==> config.mk <==
export PLATFORM = sky130hd
export DESIGN_NAME = clk_divider
export DESIGN_NICKNAME = d
export VERILOG_FILES = /design/src/rtl/clk_divider_pkg.sv /design/src/rtl/clk_div_cell.sv /design/src/rtl/clk_divider.sv
export SDC_FILE = /design/constraint.sdc
export NUM_CORES = 1
export LEC_CHECK = 0
export ABC_AREA = 1
export BUFFER_PORTS_ARGS = -buffer_cell sky130_fd_sc_hd__buf_2
export CORE_AREA = 3 3 44 46
export CTS_CLUSTER_DIAMETER = 40
export CTS_CLUSTER_SIZE = 24
export DETAILED_ROUTE_END_ITERATION = 10
export DIE_AREA = 0 0 47 49
export PLACE_DENSITY_LB_ADDON = 0.05
export SLEW_MARGIN = 20
export SYNTH_ARGS = -nofsm -noshare
export SYNTH_HDL_FRONTEND = slang
export SYNTH_SLANG_ARGS = --single-unit
==> constraint.sdc <==
create_clock -name PLL_CLK -period 1.65 [get_ports PLL_CLK]
set_input_delay 0.0825 -clock PLL_CLK [delete_from_list [all_inputs] [get_ports PLL_CLK]]
set_output_delay 0.0825 -clock PLL_CLK [all_outputs]
set_load 0.02 [all_outputs]
==> src/rtl/clk_divider_pkg.sv <==
// Shared constants and helpers for the DDS clock divider.
// Build option: CLK_DIVIDER_ODD_DUTY_EN selects 50 % duty for odd divide ratios.
package clk_divider_pkg;

  localparam int PLL_FREQ_HZ = 48_000_000;
  localparam int FG_DIV_DEF  = 48;
  localparam int DAC_DIV_DEF = 2;

  // Width of a counter that walks 0..n-1; at least one bit.
  function automatic int cnt_width(input int n);
    return (n < 2) ? 1 : $clog2(n);
  endfunction

endpackage

==> src/rtl/clk_div_cell.sv <==
// Purpose: divide-by-N registered clock cell; latency: first high on first enabled edge.
// Backpressure: none. CLK_DIVIDER_ODD_DUTY_EN adds a falling-edge stage for odd N.
module clk_div_cell
  import clk_divider_pkg::*;
#(
  parameter int N = 2
) (
  input  logic clk,
  input  logic rst_n,
  input  logic en,
  output logic clk_out
);

  localparam int W = cnt_width(N);
  localparam int H = N / 2;
  localparam logic [W-1:0] CNT_LAST = W'(N - 1);
  localparam logic [W-1:0] CNT_HALF = W'(H);

  generate
    if (N < 2) begin : g_bad_n
      $error("clk_div_cell: divide ratio N must be >= 2");
    end
  endgenerate

  logic [W-1:0] cnt;
  logic         out_q;

  always_ff @(posedge clk or negedge rst_n) begin
    if (!rst_n) begin
      cnt   <= '0;
      out_q <= 1'b0;
    end else if (en) begin
      out_q <= (cnt < CNT_HALF);
      cnt   <= (cnt == CNT_LAST) ? '0 : cnt + 1'b1;
    end
  end

`ifdef CLK_DIVIDER_ODD_DUTY_EN
  generate
    if ((N % 2) == 1) begin : g_odd_duty
      // Half-cycle extension of the high phase: stretches H cycles to N/2.
      logic q_neg;

      always_ff @(negedge clk or negedge rst_n) begin
        if (!rst_n) begin
          q_neg <= 1'b0;
        end else begin
          q_neg <= out_q;
        end
      end

      assign clk_out = out_q | q_neg;
    end else begin : g_even
      assign clk_out = out_q;
    end
  endgenerate
`else
  assign clk_out = out_q;
`endif

endmodule

==> src/rtl/clk_divider.sv <==
// Purpose: derive Fg_CLK and Dac_CLK from PLL_CLK; first rising edge on 3rd PLL edge after reset release.
// Backpressure: none. Odd-ratio duty controlled by CLK_DIVIDER_ODD_DUTY_EN.
module clk_divider
  import clk_divider_pkg::*;
#(
  parameter int FG_DIV  = FG_DIV_DEF,
  parameter int DAC_DIV = DAC_DIV_DEF
) (
  input  logic PLL_CLK,
  input  logic RESETn,
  output logic Fg_CLK,
  output logic Dac_CLK
);

  // Async assert, sync deassert; both cells start on the same edge.
  logic [1:0] rst_sync_q;
  logic       div_en;

  always_ff @(posedge PLL_CLK or negedge RESETn) begin
    if (!RESETn) begin
      rst_sync_q <= 2'b00;
    end else begin
      rst_sync_q <= {rst_sync_q[0], 1'b1};
    end
  end

  assign div_en = rst_sync_q[1];

  clk_div_cell #(
    .N (FG_DIV)
  ) u_fg_div (
    .clk     (PLL_CLK),
    .rst_n   (RESETn),
    .en      (div_en),
    .clk_out (Fg_CLK)
  );

  clk_div_cell #(
    .N (DAC_DIV)
  ) u_dac_div (
    .clk     (PLL_CLK),
    .rst_n   (RESETn),
    .en      (div_en),
    .clk_out (Dac_CLK)
  );

endmodule

==> results of run 1 <==
## logic make-up after synthesis
| family | after synthesis |
|---|---|
| AO/OA/AOI/OAI | 6 |
| flip-flops | 10 |
| AND/OR/NAND/NOR | 25 |
| adder cells (fa/ha/maj) | 1 |
| XOR/XNOR | 2 |
| buffers and inverters | 7 |
| other | 1 |
## worst max-delay path: cells and delay by family, from the launching register on
family | cells | cell delay [ns]
DFF | 1 | 0.38
adders and majority gates | 1 | 0.20
and+or+nand+nor | 5 | 0.43
## routing by layer
layer,vias to the layer above,GRT usage (%),part of all wire [%]
met1,162,12.7,49
met2,9,12.0,47
met3,0,2.21,4.1
met4,0,2.76,0
li1,173,-,-
met5,-,0,0
## through the flow
step / worst slack, ns / power (W) / util, % / hold slack [ns]
5_1_grt: 0.408 / 0.000857 / 34.4 / 0.245
3_5_place_dp: 0.547 / 0.000637 / 32.3 / -0.0381
2_1_floorplan: 0.648 / 0.000573 / - / -0.213
6_report: 0.534 / 0.000797 / 34.4 / 0.206
4_1_cts: 0.535 / 0.000805 / 34.4 / 0.228
3_3_place_gp: 0.565 / 0.000630 / 32.3 / -0.0488
## Yosys cell counts (all sizes together)
library cell	instances
a21oi	3
buf	1
conb	1
dfrtp	10
ha	1
inv	6
nand2	13
nand3	3
nor2	8
nor3	1
o21ai	3
xor2	2
## registers in the layout, summed over array words and instances (netlist names)
| register | flops |
|---|---|
| u_dac_div.clk_out | 1 |
| u_fg_div.clk_out | 1 |
| rst_sync_q | 2 |
| u_fg_div.cnt | 6 |
## final cells by class
class | instances | area, um2
Clock buffer | 3 | 22.5
Fill cell | 167 | 1010
Inverter | 6 | 22.5
Multi-Input combinational cell | 35 | 190
Sequential cell | 10 | 250
Tap cell | 16 | 20.0
Timing Repair Buffer | 4 | 25.0
## power breakdown
group | leakage, nW | switching (W) | internal, W
logic | 0.121 | 0.000141 | 0.0000875
registers | 0.120 | 0.0000802 | 0.000324
clock network | 0.0138 | 0.0000812 | 0.0000840
total | 0.254 | 0.000302 | 0.000495
## how the worst max path moves through the flow
stage	startpoint	endpoint	slack, ns	depth (start not counted)
after floorplan	u_fg_div.cnt[1]$_DFFE_PN0P_	u_fg_div.cnt[3]$_DFFE_PN0P_	0.65	6
after global placement	u_fg_div.cnt[1]$_DFFE_PN0P_	u_fg_div.cnt[5]$_DFFE_PN0P_	0.57	6
after detailed placement	u_fg_div.cnt[1]$_DFFE_PN0P_	u_fg_div.cnt[5]$_DFFE_PN0P_	0.55	6
after CTS	u_fg_div.cnt[1]$_DFFE_PN0P_	u_fg_div.cnt[5]$_DFFE_PN0P_	0.54	6
after global routing	u_fg_div.cnt[1]$_DFFE_PN0P_	u_fg_div.cnt[5]$_DFFE_PN0P_	0.41	6
final	u_fg_div.cnt[1]$_DFFE_PN0P_	u_fg_div.cnt[5]$_DFFE_PN0P_	0.53	6
==> impl_metrics.env, run 1 <==
export IMPL_wire_per_inst_um=11.4
export IMPL_place_gp_congestion=0.791
export IMPL_ys_types=17
export IMPL_drc=0
export IMPL_htree_levels=1
export IMPL_r2r_end="u_fg_div.cnt[5]$_DFFE_PN0P_"
export IMPL_cts_inserted_buffers=3
export IMPL_post_cts_setup_buffer_count=0
export IMPL_crit_slowest_cell="dfrtp_1"
export IMPL_grt_pass1_wl_um=1500
export IMPL_antenna_found_initial=0
export IMPL_grt_pass1_vias=342
export IMPL_drt_iter0_markers=11
export IMPL_path_cells="ha_1 -> nand2_1 -> nor2_2 -> nand2_1 -> nand2_1 -> nor2_1"
export IMPL_syn_cell_area_um2=474
export IMPL_drt_wl_total_um=844
export IMPL_ctsHoldBuffers=1
export IMPL_setup_viol=0
export IMPL_finalSetupTns_ns=0
export IMPL_synth_fa_ha_area_share_pct=2.64
export IMPL_yosys_warnings=0
export IMPL_synth_compound_area_share_pct=6.33
export IMPL_synth_xor_area_share_pct=3.69
export IMPL_area_growth_pct=11.9
export IMPL_grt_max_degree=11
export IMPL_viasPerCell=4.65
export IMPL_cap_violations=0
export IMPL_synth_top_family_by_area="simple AND/OR/NAND/NOR gates"
export IMPL_syn_inst=52
export IMPL_reg2reg_from="u_fg_div.cnt[1]$_DFFE_PN0P_"
export IMPL_crit_path_frequent_cell="nand2_1"
export IMPL_boundaryPins=4
export IMPL_max_freq_mhz=896
export IMPL_grt_usage_pct=8.61
export IMPL_die_y_um=49
export IMPL_worst_setup_path_type="register to register"
export IMPL_dpl_cell_count=70
export IMPL_finalHoldViolCount=0
export IMPL_core_region_area_um2=1540
export IMPL_root_buffer="clkbuf_4"
export IMPL_port_buffers=3
export IMPL_path_clk_slew_ns=0.07
export IMPL_ys_seq_area_share_pct=52.8
export IMPL_diodes=0
export IMPL_p_per_area_nw_per_um2=1500
export IMPL_vdd_drop_max_uv=523
export IMPL_cp_data_arrival_time_ns=1.27
export IMPL_postPlaceCellArea_um2=498
export IMPL_yosysTopAreaCellShare_pct=52.8
export IMPL_grt_overflow=0
export IMPL_avgSynthCellArea_um2=9.12
export IMPL_p_leak_nw=0.254
export IMPL_cpPeakStageDelay_ns=0.38
export IMPL_skew_ns=0.00425
export IMPL_ys_top_cells_by_area="dfrtp_1 53%, nand2_1 8.7%, inv_1 4.7%"
export IMPL_nNetsFinal=63
export IMPL_rows=14
export IMPL_cts_tree="yes"
export IMPL_fp_dieW_um=47
export IMPL_cts_sinks=10
export IMPL_drt_pass1_iterations=4
export IMPL_yosysTopAreaCell="dfrtp_1"
export IMPL_synthMuxAreaShare_pct=0
export IMPL_finalCritPeriodShare_pct=67.6
export IMPL_rsz0062_at_grt="no"
export IMPL_dieArea_um2=2300
export IMPL_min_period_ns=1.12
export IMPL_detail_route_antenna_nets=0
export IMPL_dpl_hpwl_um=649
export IMPL_post_cts_resized=0
export IMPL_reg2reg_setup_slack_ns=0.53
export IMPL_syn_nets=55
export IMPL_slew_viol_final=0
export IMPL_start_kind="register"
export IMPL_clk_path_buf_depth=2
export IMPL_worstHoldPathType="input port to async pin"
export IMPL_ys_ff_latch=10
export IMPL_fin_cells=74
export IMPL_worst_skew_pair_late_latency_ns=0.26
export IMPL_fin_area_um2=531
export IMPL_cp_max_fo=3
export IMPL_worst_ep_required_time_ns=1.80
export IMPL_initial_core_util_pct=30.8
export IMPL_ff2ff_path_depth=6
export IMPL_drive_above_1_share_pct=19.0
export IMPL_vias=344
export IMPL_layout_commonest_cell="nand2_1"
export IMPL_status="finished clean"
export IMPL_final_cell_mix="11 x nand2_1, 10 x dfrtp_1, 6 x inv_1"
export IMPL_end_kind="register"
export IMPL_synth_simple_gate_area_share_pct=26.6
Note: power is estimated with default switching activity, not from simulation.
==> inputs of run 2 (changes only) <==
- clock period: 1.65 -> 1 ns (I/O delays scaled with it)
==> run 2 against run 1 <==
Effect of this change: the flow now finishes with violations (setup timing); sequential power increased by 69%; via count increased by 6.1%; fmax increased by 8.0%; die area unchanged; critical endpoint is now u_fg_div.cnt[4]$_DFFE_PN0P_; largest power group unchanged.
==> impl_metrics.env, run 2 (synthesis gave the netlist of run 1 again) <==
export IMPL_setup_ws_ns=-0.0333
export IMPL_total_power_w=0.00158
export IMPL_worst_setup_path_type="register to register"
export IMPL_drt_wl_total_um=933
export IMPL_post_cts_setup_buffer_count=0
export IMPL_layout_commonest_cell="dfrtp_1"
export IMPL_p_leak_nw=0.291
export IMPL_vias=365
export IMPL_antenna_found_initial=0
export IMPL_utilization_pct=40.7
export IMPL_grt_use_met3_pct=2.21
export IMPL_grt_overflow=0
export IMPL_drive_above_1_share_pct=41.3
export IMPL_port_buffers=3
export IMPL_path_cells="ha_4 -> nand2_4 -> nor2_4 -> o21ai_1 -> nor2_1"
export IMPL_grt_pass1_wl_um=1570
export IMPL_critPathCapture="u_fg_div.cnt[4]$_DFFE_PN0P_"
export IMPL_path_depth=5
export IMPL_grtUsageMet1_pct=12.6
export IMPL_grt_max_degree=11
export IMPL_drt_pass1_iterations=3
export IMPL_grt_busiest_layer="met2"
export IMPL_worstHoldPathType="input port to async pin"
export IMPL_reg2reg_setup_slack_ns=-0.03
export IMPL_postPlaceCellArea_um2=531
export IMPL_skew_ns=0.00288
export IMPL_fp_dieW_um=47
export IMPL_diodes=0
export IMPL_r2r_end="u_fg_div.cnt[4]$_DFFE_PN0P_"
export IMPL_finalCritPeriodShare_pct=103
export IMPL_largest_reg_flops=6
export IMPL_critPathBufInv=0
export IMPL_path_clk_slew_ns=0.07
export IMPL_reg2reg_from="u_fg_div.cnt[1]$_DFFE_PN0P_"
export IMPL_drc=0
export IMPL_die_y_um=49
export IMPL_grtUsageMet2_pct=14.7
export IMPL_grt_pass1_vias=373
export IMPL_viasPerCell=4.62
export IMPL_crit_path_start="u_fg_div.cnt[1]$_DFFE_PN0P_"
export IMPL_cpPeakStageDelay_ns=0.42
export IMPL_grt_usage_pct=9.45
export IMPL_nNetsFinal=67
export IMPL_final_cell_mix="9 x dfrtp_1, 8 x nand2_1, 5 x inv_1"
export IMPL_whs_ns=0.165
export IMPL_p_per_area_nw_per_um2=2510
export IMPL_area_growth_pct=32.5
export IMPL_wire_per_inst_um=11.8
export IMPL_min_period_ns=1.03
export IMPL_dpl_hpwl_um=673
export IMPL_clk_path_buf_depth=2
export IMPL_core_region_area_um2=1540
export IMPL_rsz0062_at_grt="yes"
export IMPL_setup_viol=3
export IMPL_cts_tree="yes"
export IMPL_ff2ff_path_depth=5
export IMPL_place_gp_congestion=0.888
export IMPL_path_delay_family="flip-flops"
export IMPL_cts_inserted_buffers=3
export IMPL_boundaryPins=4
export IMPL_cts_sinks=10
export IMPL_largest_register="u_fg_div.cnt"
export IMPL_vdd_drop_max_uv=912
export IMPL_finalHoldViolCount=0
export IMPL_detail_route_antenna_nets=0
export IMPL_start_kind="register"
export IMPL_worst_ep_required_time_ns=1.16
export IMPL_htree_levels=1
export IMPL_fin_area_um2=628
export IMPL_slew_viol_final=0
export IMPL_status="complete, but fails checks"
export IMPL_crit_slowest_cell="dfrtp_1"
export IMPL_rows=14
export IMPL_drt_iter0_markers=4
export IMPL_dieArea_um2=2300
export IMPL_worst_skew_pair_late_latency_ns=0.27
export IMPL_largestRegisters="u_fg_div.cnt (6), rst_sync_q (2)"
export IMPL_cp_max_fo=3
export IMPL_violations="setup timing"
export IMPL_initial_core_util_pct=30.8
export IMPL_cp_data_arrival_time_ns=1.20
export IMPL_end_kind="register"
export IMPL_cap_violations=0
export IMPL_max_freq_mhz=968
export IMPL_root_buffer="clkbuf_4"
[run 2: changes by cell type in the layout (fill, tap and decap cells not counted), moves of 2 or more]
cell	change
o21ai_0	-2
nand2_1	-3
nor2_1	-2
nand2_2	+2
o21ai_1	+2
buf_4	+2
buf_6	+2
[run 2: layer usage]
| layer | share of wire [%] | vias to the layer above | wire length (um) |
|---|---|---|---|
| li1 | - | 182 | - |
| met1 | 44 | 176 | 411 |
| met2 | 51 | 5 | 477 |
| met3 | 3.2 | 2 | 30 |
| met4 | 1.5 | 0 | 14 |
| met5 | 0 | - | 0 |
[run 2: repair_timing]
item                                    4_1_cts  5_1_grt
endpoints found under the setup margin        4        7
endpoints found under the hold margin        10        0
pin swaps                                     6        2
hold buffers                                  1        0
cloned                                        0        0
resized for setup                             5       11
[run 2: where the power goes]
part           internal [W]  total, W  switching (W)
combinational      0.000222  0.000515       0.000294
sequential         0.000534  0.000682       0.000148
clock              0.000221  0.000378       0.000156
total              0.000977   0.00158       0.000598
[run 2: cell type report]
cell class,count,area (um2)
Clock buffer,4,36.3
Fill cell,167,913
Inverter,6,22.5
Multi-Input combinational cell,35,235
Sequential cell,10,251
Tap cell,16,20.0
Timing Repair Buffer,8,62.6
[run 2: stage by stage]
step,TNS (ns),setup WS (ns),std cells
finish,-0.0736,-0.0333,79
global route,-0.392,-0.0844,79
CTS,-0.173,-0.0608,79
detailed placement,-0.131,-0.0533,74
global placement,-0.0349,-0.0176,74
floorplan,0,0.0147,52
[run 2: worst min-delay path by stage]
stage	depth (start not counted)	end	from
floorplan	0	rst_sync_q[0]$_DFF_PN0_	RESETn
global placement	1	u_fg_div.cnt[2]$_DFFE_PN0P_	RESETn
detailed placement	1	u_fg_div.cnt[2]$_DFFE_PN0P_	RESETn
CTS	2	u_fg_div.cnt[1]$_DFFE_PN0P_	RESETn
global route	2	u_fg_div.cnt[1]$_DFFE_PN0P_	RESETn
finish	2	u_fg_div.cnt[3]$_DFFE_PN0P_	RESETn
